--- config.mk ---
export PLATFORM = sky130hd
export DESIGN_NAME = hilo_mul_ctrl
export DESIGN_NICKNAME = d
export VERILOG_FILES = /design/src/rtl/hilo_mul_ctrl.sv
export SDC_FILE = /design/constraint.sdc
export NUM_CORES = 1
export LEC_CHECK = 0
export CAP_MARGIN = 5
export CORE_AREA = 2 2 133 135
export DETAILED_ROUTE_END_ITERATION = 10
export DIE_AREA = 0 0 135 137
export PLACE_DENSITY = 0.79
export SETUP_SLACK_MARGIN = 0.15
export SLEW_MARGIN = 10
export SYNTH_ARGS = -nofsm -noshare
export SYNTH_HDL_FRONTEND = slang
export SYNTH_SLANG_ARGS = --single-unit
--- constraint.sdc ---
create_clock -name clk -period 2.3 [get_ports clk]
set_input_delay 0.46 -clock clk [delete_from_list [all_inputs] [get_ports clk]]
set_output_delay 0.46 -clock clk [all_outputs]
set_load 0.02 [all_outputs]
--- src/rtl/hilo_mul_ctrl.sv ---
// hilo_mul_ctrl
//   Sequencer between the EXE stage and the external two-cycle multiplier.
//   It owns the architectural HI/LO registers. It accepts multiply and HI/LO
//   move requests, launches operands to the multiplier, and stalls EXE while
//   a multiply is in flight. It returns MFHI/MFLO data one cycle after the
//   request is accepted.
//
// Ports
//   clk, resetn              clock and asynchronous active-low reset
//   flush                    cancels an in-flight multiply and blocks acceptance
//   req_valid / req_ready    request handshake from EXE
//   req_op, req_a, req_b     opcode (0 MULT, 1 MULTU, 2 MFHI, 3 MFLO, 4 MTHI, 5 MTLO)
//                            and operands
//   resp_valid / resp_data   one-cycle MFHI/MFLO response
//   busy                     multiply in flight
//   mul_signed, mul_x, mul_y operands driven to the multiplier
//   mul_result               64-bit product returned by the multiplier, {HI,LO}
//   hi_o, lo_o               current HI and LO

module hilo_mul_ctrl #(
  parameter int MUL_LAT = 1
) (
  input  logic        clk,
  input  logic        resetn,
  input  logic        flush,
  input  logic        req_valid,
  output logic        req_ready,
  input  logic [2:0]  req_op,
  input  logic [31:0] req_a,
  input  logic [31:0] req_b,
  output logic        resp_valid,
  output logic [31:0] resp_data,
  output logic        busy,
  output logic        mul_signed,
  output logic [31:0] mul_x,
  output logic [31:0] mul_y,
  input  logic [63:0] mul_result,
  output logic [31:0] hi_o,
  output logic [31:0] lo_o
);

  localparam int CNT_W = (MUL_LAT < 1) ? 1 : $clog2(MUL_LAT + 1);

  localparam logic [2:0] OP_MULT  = 3'd0;
  localparam logic [2:0] OP_MULTU = 3'd1;
  localparam logic [2:0] OP_MFHI  = 3'd2;
  localparam logic [2:0] OP_MFLO  = 3'd3;
  localparam logic [2:0] OP_MTHI  = 3'd4;
  localparam logic [2:0] OP_MTLO  = 3'd5;

  typedef enum logic {
    S_IDLE = 1'b0,
    S_MUL  = 1'b1
  } state_t;

  state_t             state_q, state_d;
  logic [CNT_W-1:0]   cnt_q, cnt_d;
  logic signed [31:0] op_x_q, op_x_d;
  logic signed [31:0] op_y_q, op_y_d;
  logic               op_signed_q, op_signed_d;
  logic [31:0]        hi_q, hi_d;
  logic [31:0]        lo_q, lo_d;
  logic               resp_valid_q, resp_valid_d;
  logic [31:0]        resp_data_q, resp_data_d;
  logic               accept;

  // Gated with resetn so nothing looks acceptable while reset is asserted.
  assign req_ready = resetn & (state_q == S_IDLE) & ~flush;
  assign accept    = req_valid & req_ready;

  always_comb begin
    state_d      = state_q;
    cnt_d        = cnt_q;
    op_x_d       = op_x_q;
    op_y_d       = op_y_q;
    op_signed_d  = op_signed_q;
    hi_d         = hi_q;
    lo_d         = lo_q;
    resp_valid_d = 1'b0;
    resp_data_d  = resp_data_q;

    case (state_q)
      S_IDLE: begin
        if (accept) begin
          case (req_op)
            OP_MULT, OP_MULTU: begin
              op_x_d      = req_a;
              op_y_d      = req_b;
              op_signed_d = (req_op == OP_MULT);
              cnt_d       = CNT_W'(MUL_LAT);
              state_d     = S_MUL;
            end
            OP_MFHI: begin
              resp_valid_d = 1'b1;
              resp_data_d  = hi_q;
            end
            OP_MFLO: begin
              resp_valid_d = 1'b1;
              resp_data_d  = lo_q;
            end
            OP_MTHI: hi_d = req_a;
            OP_MTLO: lo_d = req_a;
            default: ;
          endcase
        end
      end
      S_MUL: begin
        // cnt counts the edges until the multiplier has registered its
        // product; the edge after it reaches zero captures the result.
        if (flush) begin
          state_d = S_IDLE;
        end else if (cnt_q != '0) begin
          cnt_d = cnt_q - 1'b1;
        end else begin
          hi_d    = mul_result[63:32];
          lo_d    = mul_result[31:0];
          state_d = S_IDLE;
        end
      end
      default: state_d = S_IDLE;
    endcase
  end

  always_ff @(posedge clk or negedge resetn) begin
    if (!resetn) begin
      state_q      <= S_IDLE;
      cnt_q        <= '0;
      op_x_q       <= '0;
      op_y_q       <= '0;
      op_signed_q  <= 1'b0;
      hi_q         <= '0;
      lo_q         <= '0;
      resp_valid_q <= 1'b0;
      resp_data_q  <= '0;
    end else begin
      state_q      <= state_d;
      cnt_q        <= cnt_d;
      op_x_q       <= op_x_d;
      op_y_q       <= op_y_d;
      op_signed_q  <= op_signed_d;
      hi_q         <= hi_d;
      lo_q         <= lo_d;
      resp_valid_q <= resp_valid_d;
      resp_data_q  <= resp_data_d;
    end
  end

  assign busy       = (state_q == S_MUL);
  assign mul_signed = op_signed_q;
  assign mul_x      = op_x_q;
  assign mul_y      = op_y_q;
  assign resp_valid = resp_valid_q;
  assign resp_data  = resp_data_q;
  assign hi_o       = hi_q;
  assign lo_o       = lo_q;

endmodule

Word level (Yosys, flattened, before mapping)
Cells that the tools add are included.
{"block": "op_classes", "mux": 24, "addsub": 1, "n_reduce_logical": 9, "bitwise_logic": 5, "eq_ne": 11}
{"op": "2-to-1 mux 32 bit", "n": 8}
{"op": "case mux 32 bit (2 select lines)", "n": 3}
{"op": "2-to-1 mux 1 bit", "n": 11}
{"op": "AND reduction 3 bit", "n": 3}
{"op": "AND reduction 4 bit", "n": 2}
{"op": "== test 3 x 2 -> 1 bit (second input constant)", "n": 2}
{"op": "== test 3 bit (second input constant)", "n": 2}
{"op": "inequality test 2 x 1 -> 1 bit (second input constant)", "n": 3}
{"op": "inequality test 2 bit (second input constant)", "n": 3}
{"op": "case mux 1 bit (2 select lines)", "n": 2}
{"op": "OR reduction 2 bit", "n": 2}
{"op": "AND 1 bit", "n": 3}
{"op": "== test 3 x 1 -> 1 bit (second input constant)", "n": 1}
{"op": "zero test 3 bit", "n": 1}
{"op": "inverter 1 bit", "n": 2}
{"op": "nonzero test 2 bit", "n": 1}
{"op": "subtractor 1 bit (second input constant)", "n": 1}
{"block": "totals", "word_cells": 59, "inputBits": 135, "ff_bits": 164}

Logic depth before layout (Yosys ltp)
Gate-level depths: netlist (run 1).
{"block": "logic_depth", "ltp_word": 6, "ltp_mapped": 5}

Worst setup path after synthesis (run 1)
Ideal clock, no wire load.
{"block": "synth_timing", "kind": "register to output", "start": "register state_q (netlist: busy)", "end": "output port req_ready", "path_stages_with_launch": 5, "t_arrival_ns": 1.593, "required_time_ns": 1.840, "setup_slack_ns": 0.247, "path_cell_list": "dfrtp_1 buf_4 clkbuf_1 clkbuf_1 nor3b_1"}
{"block": "synth_between", "elab_chain_len": 3}
{"item": "start: declaration", "line": "56", "text": "state_t state_q, state_d;"}
{"item": "start signal: assignment", "line": "136", "text": "state_q <= state_d;"}
{"item": "inverter 1 bit (no source line)"}
{"item": "AND 1 bit (2 in a row)", "line": "68", "text": "assign req_ready = resetn & (state_q == S_IDLE) & ~flush;"}
{"item": "end: declaration", "line": "27", "text": "output logic req_ready,"}
No other way between the ends.

Worst setup path in the final report (run 1)
{"block": "layout_timing", "start": "input port flush", "end": "output port req_ready"}
{"block": "layout_between", "elab_chain_len": 2}
{"item": "start: declaration", "line": "25", "text": "input logic flush,"}
{"item": "inverter 1 bit", "line": "68"}
{"item": "AND 1 bit", "line": "68"}
No other way between the ends.

==> metrics.yaml, run 1 <==
die_h_um: 137
synth_seq_area_share: 0.557
ys_top_cells_by_area: "dfrtp_1, mux2_2, mux2i_1"
hold_violations: 0
setup_slack_ps: 349
synth_top_area_share: 0.557
drtIter0Drc: 208
arrival_ps: 1490
switchingPower_uw: 3590
startpoint: "flush"
ys_warn_count: 0
final_nets: 1004
swShare: 0.325
final_area_sq_um: 11200
path_clk_slew_ps: 60
outcome: "complete, no violations"
place.gp.congestion: 0.795
die-area_sq_um: 18500
grt-ovfl-total: 0
wl_met1_mm: 8.20
die_w_um: 135
dr_wl_met2_mm: 10.1
powerDensity_nw_per_um2: 983
post-route-period-util: 0.848
grt_max_degree: 72
finalSetupViolCount: 0
cts.path.max_buffers: 2
cts_hold_repair.buffers: 0
layout-drive-gt1-share: 0.212
antenna_found_initial: 0
grt_pass1_vias: 5573
intPower_uw: 7450
pre_cts_slack_ps: -61.6
vias: 5377
wl_mm: 20.1
p_leak_uw: 0.00474
cts_resized: 1
rr_worst_depth: 5
synthCells: 563
rsz0062_at_grt: "false"
hold_path_class: "in -> async"
clk_latency_ps: 420
ys_types: 23
start_util: 0.432
grt.total_usage: 0.219
core-area_sq_um: 17100
cts_sinks: 164
antennaDiodeCount: 0
nFillCells: 1361
clkPwrFrac: 0.247
worst_pin_slew_ps: 916
rrSetupSlack_ps: 420
detail_route.vias_per_cell: 4.86
cts_setup_buffers: 0
fmax_ghz: 0.513
required_ps: 1840
ant_nets: 0
row_count: 48
htree_levels: 4
crit_type: "in -> out"
port_buffers: 298
highest_layer: "met4"
start_kind: "input port"
post_drt_wl_per_cell_um: 18.2
cts_tree: "built"
cp-endpoint: "req_ready"
crit_fanout: 4
dp_hpwl_mm: 14.8
end_kind: "output port"
grt_pass1_wl_mm: 30.5
firstDrtPassIters: 4
syn-cell-area_sq_um: 7370
ir_drop_mv: 0.557
placed_area_sq_um: 10700
synth.avg_cell_area_sq_um: 13.1
fin_worst_skew_ps: 10.1
yosysTopAreaCell: "dfrtp_1"
power_frac_seq: 0.380
yosys_register_bits: 164
numCtsBuffers: 17
drv_slew: 0
syn_nets: 698
r2r_start: "busy"
pin_count: 299
power_frac_comb: 0.374
syn2layout_area_growth_pct: 52.4
timing.rr.end: "lo_o[6]"
met3_length_mm: 1.49
min_period_ps: 1950
slew_headroom: 0.389
cap_violations: 0
root_buffer: "clkbuf_16"
drc_errors: 0
power by group through the flow:
stage	Sequential (uW)	Combinational, uW	Clock, uW
after global placement	4220	4090	0
after CTS	4200	4180	2780
after floorplan	5160	931	0
after detailed placement	4250	4160	0
after global routing	4300	4360	2900
final	4190	4120	2720
layer usage:
layer  global-route usage  vias to the layer above
met4               0.0694                        0
li1                     -                     2528
met2                0.374                      192
met3               0.0693                       26
met5                    0                        -
met1                0.264                     2631
synthesized netlist by cell type:
cell	n
nand2b_1	1
dfrtp_1	164
buf_12	6
o21bai_1	1
nand3b_1	2
mux2i_1	65
buf_2	6
a21o_1	1
clkbuf_1	10
mux2_2	128
a21oi_1	64
nand4bb_4	1
or3b_4	1
a22oi_4	2
and2b_1	3
nor3_2	1
nor2b_1	29
buf_1	1
inv_1	67
nor3b_2	1
buf_4	7
nor3b_1	1
or3b_2	1
stage by stage:
stage                     power, uW   util  TNS [ps]  hold WS, ps  instances
after floorplan                6090      -         0          164        563
after global placement         8310  0.625      -692          488       1075
after detailed placement       8400  0.625     -1770          495       1075
after CTS                     11200  0.659         0          193       1106
after global routing          11600  0.659         0          224       1106
final                         11000  0.659         0          177       1106
cell type report:
cell class	instances	area [sq um]	area share
clock inverters	11	101	0.00902
repair buffers	317	3240	0.288
multi-input cells	302	2790	0.248
well taps	225	282	0.0251
inverters	67	251	0.0224
flip-flops and latches	164	4110	0.366
clock buffers	20	467	0.0416
placed cells by master, fill, tap and decap left out, types with 2 or more instances in the layout:
master | Yosys | routed
nor2b_1 | 29 | 29
buf_4 | 7 | 10
inv_1 | 67 | 67
clkinv_2 | 0 | 4
and2b_1 | 3 | 3
clkbuf_16 | 0 | 17
dfrtp_1 | 164 | 163
mux2i_1 | 65 | 65
nand3b_1 | 2 | 2
a21oi_1 | 64 | 64
a22oi_4 | 2 | 2
buf_12 | 6 | 9
inv_6 | 0 | 2
mux2_2 | 128 | 128
clkbuf_8 | 0 | 3
clkdlybuf4s50_1 | 0 | 296
clkinv_4 | 0 | 3
how the worst min path moves through the flow:
stage / start / end / slack [ps] / cells past startpoint
2_1_floorplan: resetn / busy / 160 / 0
3_3_place_gp: mul_x[12] / mul_x[12] / 490 / 1
3_5_place_dp: resp_data[16] / resp_data[16] / 490 / 1
4_1_cts: resetn / hi_o[1] / 190 / 2
5_1_grt: resetn / resp_data[8] / 220 / 2
6_report: resetn / mul_signed / 180 / 2
registers in the layout, indices dropped and copies added, names as in the netlist:
signal,cells
resp_valid,1
mul_x,32
hi_o,32
lo_o,32
cnt_q,1
mul_y,32
mul_signed,1
resp_data,32
busy,1
critical path: stages:
cell	delay, ps
clkdlybuf4s50_1	490
nor3b_1	190
dlygate4sd2_1	350
cell families (layout without fill, tap and decap cells):
logic type / count (synthesis) / count (layout) / synth area share
flip-flops: 164 / 164 / 0.557
AND/OR/NAND/NOR: 41 / 41 / 0.0411
multiplexers: 193 / 193 / 0.284
AO/OA/AOI/OAI: 68 / 68 / 0.0513
buffers and inverters: 97 / 415 / 0.0672
(Power assumes the default switching activity.)
==> run 2, diff against run 1 <==
Clock period 2.3 ns to 1.9 ns, I/O delays scaled along.
==> run 2 against run 1 <==
  * Global-route usage grew 0.57 points
  * Clock power up 47%
  * Combinational power increased by 8.3%
  * Routed wire length is 8.4% higher
  * Hold slack better by 18 ps
  * Via count rose by 4.0%
  * Sequential power increased by 21%
  * Utilization up 2.4 points
  * Worst setup slack got worse by 260 ps
  * Critical path type is now reg -> reg
  * Critical endpoint is now mul_y[5]
  * Largest power group unchanged
==> metrics.yaml, run 2 (synthesis results as in run 1) <==
p_leak_uw: 0.00525  # was 0.00474 uW
dp_hpwl_mm: 14.8  # about the same
final_nets: 1030  # was 1,004
pin_count: 299  # unchanged
wl_mm: 21.8  # was 20.1 mm
hold_path_class: "in -> async"  # unchanged
syn2layout_area_growth_pct: 58.0  # was 52.4%
layout-drive-gt1-share: 0.236  # was 0.212
hold_violations: 0  # unchanged
drtIter0Drc: 235  # was 208
rsz0062_at_grt: "true"  # was false
drc_errors: 0  # unchanged
row_count: 48  # unchanged
slew_headroom: 0.384  # was 0.389
grt.total_usage: 0.224  # was 0.219
drv_slew: 0  # unchanged
die_h_um: 137  # unchanged
fin_cells: 1132  # was 1,106
cts.path.max_buffers: 2  # unchanged
post-route-period-util: 0.951
grt_pass1_vias: 5809  # was 5,573
vias: 5593  # was 5,377
utilization: 0.683  # was 0.659
rr_worst_depth: 5  # unchanged
cts_tree: "built"  # unchanged
cts_sinks: 164  # unchanged
worst_pin_slew_ps: 925  # was 916 ps
port_buffers: 298  # unchanged
finalSetupViolCount: 0  # unchanged
die-area_sq_um: 18500  # unchanged
ant_nets: 0  # unchanged
grt-ovfl-total: 0  # unchanged
final_common_cell: "dfrtp_1"  # was clkdlybuf4s50_1
start_kind: "register"  # was input port
end_kind: "register"  # was output port
core-area_sq_um: 17100  # unchanged
crit_type: "reg -> reg"  # was in -> out
required_ps: 2210  # was 1840 ps
path_clk_slew_ps: 70  # was 60 ps
tns_ps: 0  # unchanged
ir_drop_mv: 0.620  # was 0.557 mV
placed_cells: 1079  # was 1,075
arrival_ps: 2110  # was 1490 ps
fmax_ghz: 0.554
die_w_um: 135  # unchanged
start_util: 0.432  # unchanged
fin_worst_skew_ps: 9.69  # was 10.1 ps
outcome: "complete, no violations"  # unchanged
numCtsBuffers: 17  # unchanged
crit_fanout: 15  # was 4
place.gp.congestion: 0.762  # was 0.795
root_buffer: "clkbuf_16"  # unchanged
layout_common_cells: "dfrtp_1, dlygate4sd2_1, clkdlybuf4s50_1"  # was clkdlybuf4s50_1, dfrtp_1, mux2_2
detail_route.vias_per_cell: 4.94  # was 4.86
firstDrtPassIters: 4  # unchanged
post_drt_wl_per_cell_um: 19.3  # was 18.2 um
antenna_found_initial: 0  # unchanged
min_period_ps: 1810
htree_levels: 4  # unchanged
antennaDiodeCount: 0  # unchanged
cap_violations: 0  # unchanged
clk_latency_ps: 420  # about the same
powerDensity_nw_per_um2: 1160  # was 983 nW/um^2
grt_pass1_wl_mm: 31.5  # was 30.5 mm
grt_max_degree: 72  # unchanged
[run 2: final timing paths]
check / slack (ps) / startpoint / to
worst min register to register: 500 / mul_x[31] / mul_x[31]
worst min-delay path: 200 / resetn / mul_y[24]
max in group asynchronous: 1070 / resetn / lo_o[29]
min in group clk: 500 / mul_x[31] / mul_x[31]
worst max-delay path: 90 / busy / mul_y[5]
worst max register to register: 90 / busy / mul_y[5]
[run 2: critical path, stage by stage (launching register included)]
cell and delay (ps):
dfrtp_4 500, nand4bb_4 260, nor3_4 250, buf_6 170
buf_12 160, mux2_2 350
[run 2: repair_timing]
item	CTS	global route
endpoints found under the hold margin	24	0
pin swaps	2	5
hold buffers	1	0
endpoints found under the setup margin	292	162
setup buffers	4	7
cloned	2	8
resized for setup	175	40
[run 2: report_power, final]
part	switching (uW)	total [uW]	internal, uW
sequential	590	5050	4460
clock	1410	4010	2600
combinational	2390	4460	2060
[run 2: layer usage]
metal / GRT usage / wire (um) / vias to the layer above / part of all wire
met1: 0.260 / 8650 / 2764 / 0.40
li1: - / - / 2583 / -
met4: 0.0839 / 597 / 0 / 0.027
met2: 0.389 / 11100 / 206 / 0.51
met3: 0.0722 / 1500 / 40 / 0.069
met5: 0 / 0 / - / 0
[run 2: stage by stage]
stage | hold slack (ps) | total power [uW] | instance area (sq um) | setup WS (ps)
global placement | 445 | 10000 | 10700 | -255
global route | 279 | 14200 | 11600 | 23.5
floorplan | 84.4 | 7370 | 7380 | 135
CTS | 241 | 13500 | 11300 | 76.4
detailed placement | 436 | 10200 | 10700 | -273
finish | 195 | 13500 | 11600 | 93.5
[run 2: layout make-up]
cell class                 instances  area, sq um
sequential                       164         4110
tap                              225          282
fill                            1316         5410
inverter                          67          251
multi-input combinational        302         2860
clock buffer                      19          433
clock inverter                    12          253
timing repair buffer             343         3460
==> run 3, diff against run 2 <==
Settings changed: CAP_MARGIN 5 to 25, CORE_AREA 2 2 133 135 to 2 2 115 117, DIE_AREA 0 0 135 137 to 0 0 117 119, DONT_BUFFER_PORTS set to 1, PLACE_DENSITY 0.79 to 0.73.
==> run 3 against run 2 <==
  * The run now ends with negative hold slack left
  * Sequential power increased by 30%
  * Flip-flop and latch count unchanged
  * Hold slack got worse by 540 ps
  * Non-clock buffer count decreased by 296
  * Register-to-register slack about the same
  * Cell count decreased by 30%
  * Sequential share of layout area increased by 9.3 points
  * Routed wire length decreased by 7.1%
  * Critical path depth decreased by 2
  * Die area decreased by 25%
  * Critical endpoint is now req_ready
  * Highest routed layer unchanged
==> metrics.yaml, run 3 (synthesis results as in run 1) <==
outcome: "finished, violations left"  # was complete, no violations
violations: "negative hold slack"
drtIter0Drc: 256  # was 235
fin_cells: 788  # was 1,132
htree_levels: 4  # unchanged
hold_violations: 164  # was 0
vias: 4607  # was 5,593
required_ps: 1520  # was 2210 ps
ant_nets: 0  # unchanged
hold_path_class: "in -> async"  # unchanged
cap_violations: 0  # unchanged
finalSetupViolCount: 0  # unchanged
cts_sinks: 164  # unchanged
antennaDiodeCount: 0  # unchanged
whs_ps: -346  # was 195 ps
min_period_ps: 1840  # was 1810 ps
grt_max_degree: 167  # was 72
fin_worst_skew_ps: 6.13  # was 9.69 ps
detail_route.vias_per_cell: 5.85  # was 4.94
critical-path-max-stage-delay_ps: 500  # about the same
rsz0062_at_grt: "true"  # unchanged
die_w_um: 117  # was 135 um
drv_slew: 0  # unchanged
wl_mm: 20.3  # was 21.8 mm
die-area_sq_um: 13900  # was 18,500 sq um
slew_headroom: 0.765  # was 0.384
cts.path.max_buffers: 2  # unchanged
layout_common_cells: "dfrtp_1, mux2_4, inv_1"  # was dfrtp_1, dlygate4sd2_1, clkdlybuf4s50_1
numCtsBuffers: 17  # unchanged
end_kind: "output port"  # was register
die_h_um: 119  # was 137 um
post-route-period-util: 0.968  # was 0.951
crit_type: "reg -> out"  # was reg -> reg
worst_pin_slew_ps: 352  # was 925 ps
port_buffers: 0  # was 298
drc_errors: 0  # unchanged
grt_pass1_vias: 4834  # was 5,809
final_common_cell: "dfrtp_1"  # unchanged
start_util: 0.573  # was 0.432
ir_drop_mv: 0.717  # was 0.620 mV
grt_pass1_wl_mm: 27.2  # was 31.5 mm
root_buffer: "clkbuf_16"  # unchanged
syn2layout_area_growth_pct: 25.1  # was 58.0%
core-area_sq_um: 12900  # was 17,100 sq um
final_nets: 734  # was 1,030
fmax_ghz: 0.544  # was 0.554 GHz
p_leak_uw: 0.00413  # was 0.00525 uW
crit_fanout: 26  # was 15
start_kind: "register"  # unchanged
powerDensity_nw_per_um2: 1300  # was 1160 nW/um^2
place.gp.congestion: 0.810  # was 0.762
arrival_ps: 1460  # was 2110 ps
cp_slowest_cell: "dfrtp_4"  # unchanged
path_clk_slew_ps: 60  # was 70 ps
cts_tree: "built"  # unchanged
placed_cells: 723  # was 1,079
crit_chain: "buf_12, nor3b_4, buf_6"  # was nand4bb_4, nor3_4, buf_6, buf_12, mux2_2
post_drt_wl_per_cell_um: 25.8  # was 19.3 um
pin_count: 299  # unchanged
row_count: 42  # was 48
layout-drive-gt1-share: 0.351  # was 0.236
grt-ovfl-total: 0  # unchanged
dp_hpwl_mm: 11.7  # was 14.8 mm
grt.total_usage: 0.265  # was 0.224
tns_ps: 0  # unchanged
firstDrtPassIters: 4  # unchanged
clk_latency_ps: 420  # about the same
antenna_found_initial: 0  # unchanged
-- run 3: changes by cell type in the layout (fill, tap and decap cells not counted), moves of 3 or more --
| cell | previous run | this run |
|---|---|---|
| bufinv_16 | 7 | 4 |
| clkbuf_16 | 23 | 28 |
| clkdlybuf4s50_1 | 132 | 0 |
| buf_16 | 2 | 6 |
| buf_4 | 14 | 8 |
| clkinv_4 | 3 | 0 |
| buf_8 | 4 | 1 |
| clkinv_2 | 0 | 3 |
| dlygate4sd2_1 | 161 | 0 |
| mux2_4 | 17 | 91 |
| clkbuf_8 | 0 | 3 |
| mux2_2 | 111 | 37 |
-- run 3: final timing paths --
kind	start	endpoint	slack (ps)	depth (start not counted)
worst max-delay path	busy	req_ready	60	3
worst min-delay path	resetn	resp_data[15]	-350	0
worst max register to register	busy	resp_data[25]	80	5
worst min register to register	cnt_q	cnt_q	510	1
max in group asynchronous	resetn	lo_o[7]	1960	0
min in group clk	req_op[0]	mul_signed	50	1
-- run 3: critical path: cells and delay by family, from the launching register on --
kind | cells | cell delay [ps]
buffers and inverters | 2 | 320
flip-flops | 1 | 500
AND/OR/NAND/NOR | 1 | 210
-- run 3: where the power goes --
group	internal (uW)	total, uW	switching (uW)
Sequential	4450	6590	2140
Clock	2300	3650	1350
Combinational	1170	1750	580
-- run 3: cell type report --
cell class,instances,area (sq um)
Fill cell,834,3650
Inverter,67,251
Clock buffer,23,478
Tap cell,176,220
Multi-Input combinational cell,302,3150
Sequential cell,164,4110
Timing Repair Buffer,47,870
Clock inverter,9,150
-- run 3: stage by stage --
step                      cell area, sq um  total power (uW)  worst slack (ps)   util
final                                 9220             12000              60.8  0.716
after global routing                  9220             12500              7.15  0.716
after CTS                             8450             11600              55.5  0.656
after detailed placement              7570              7910              79.4  0.588
after global placement                7570              7780               142  0.588
after floorplan                       7380              7370               135      -
-- run 3: what timing repair did --
item | CTS | global route
gates cloned | 6 | 12
endpoints found under the hold margin | 164 | 164
setup buffers | 7 | 8
pin swaps | 0 | 2
resized for setup | 11 | 106
endpoints found under the setup margin | 162 | 156
-- run 3: routing by layer --
layer | share of wire | global-route usage | up-vias
met5 | 0 | 0 | -
met3 | 0.087 | 0.105 | 35
met2 | 0.50 | 0.447 | 221
li1 | - | - | 1984
met4 | 0.026 | 0.110 | 0
met1 | 0.39 | 0.295 | 2367
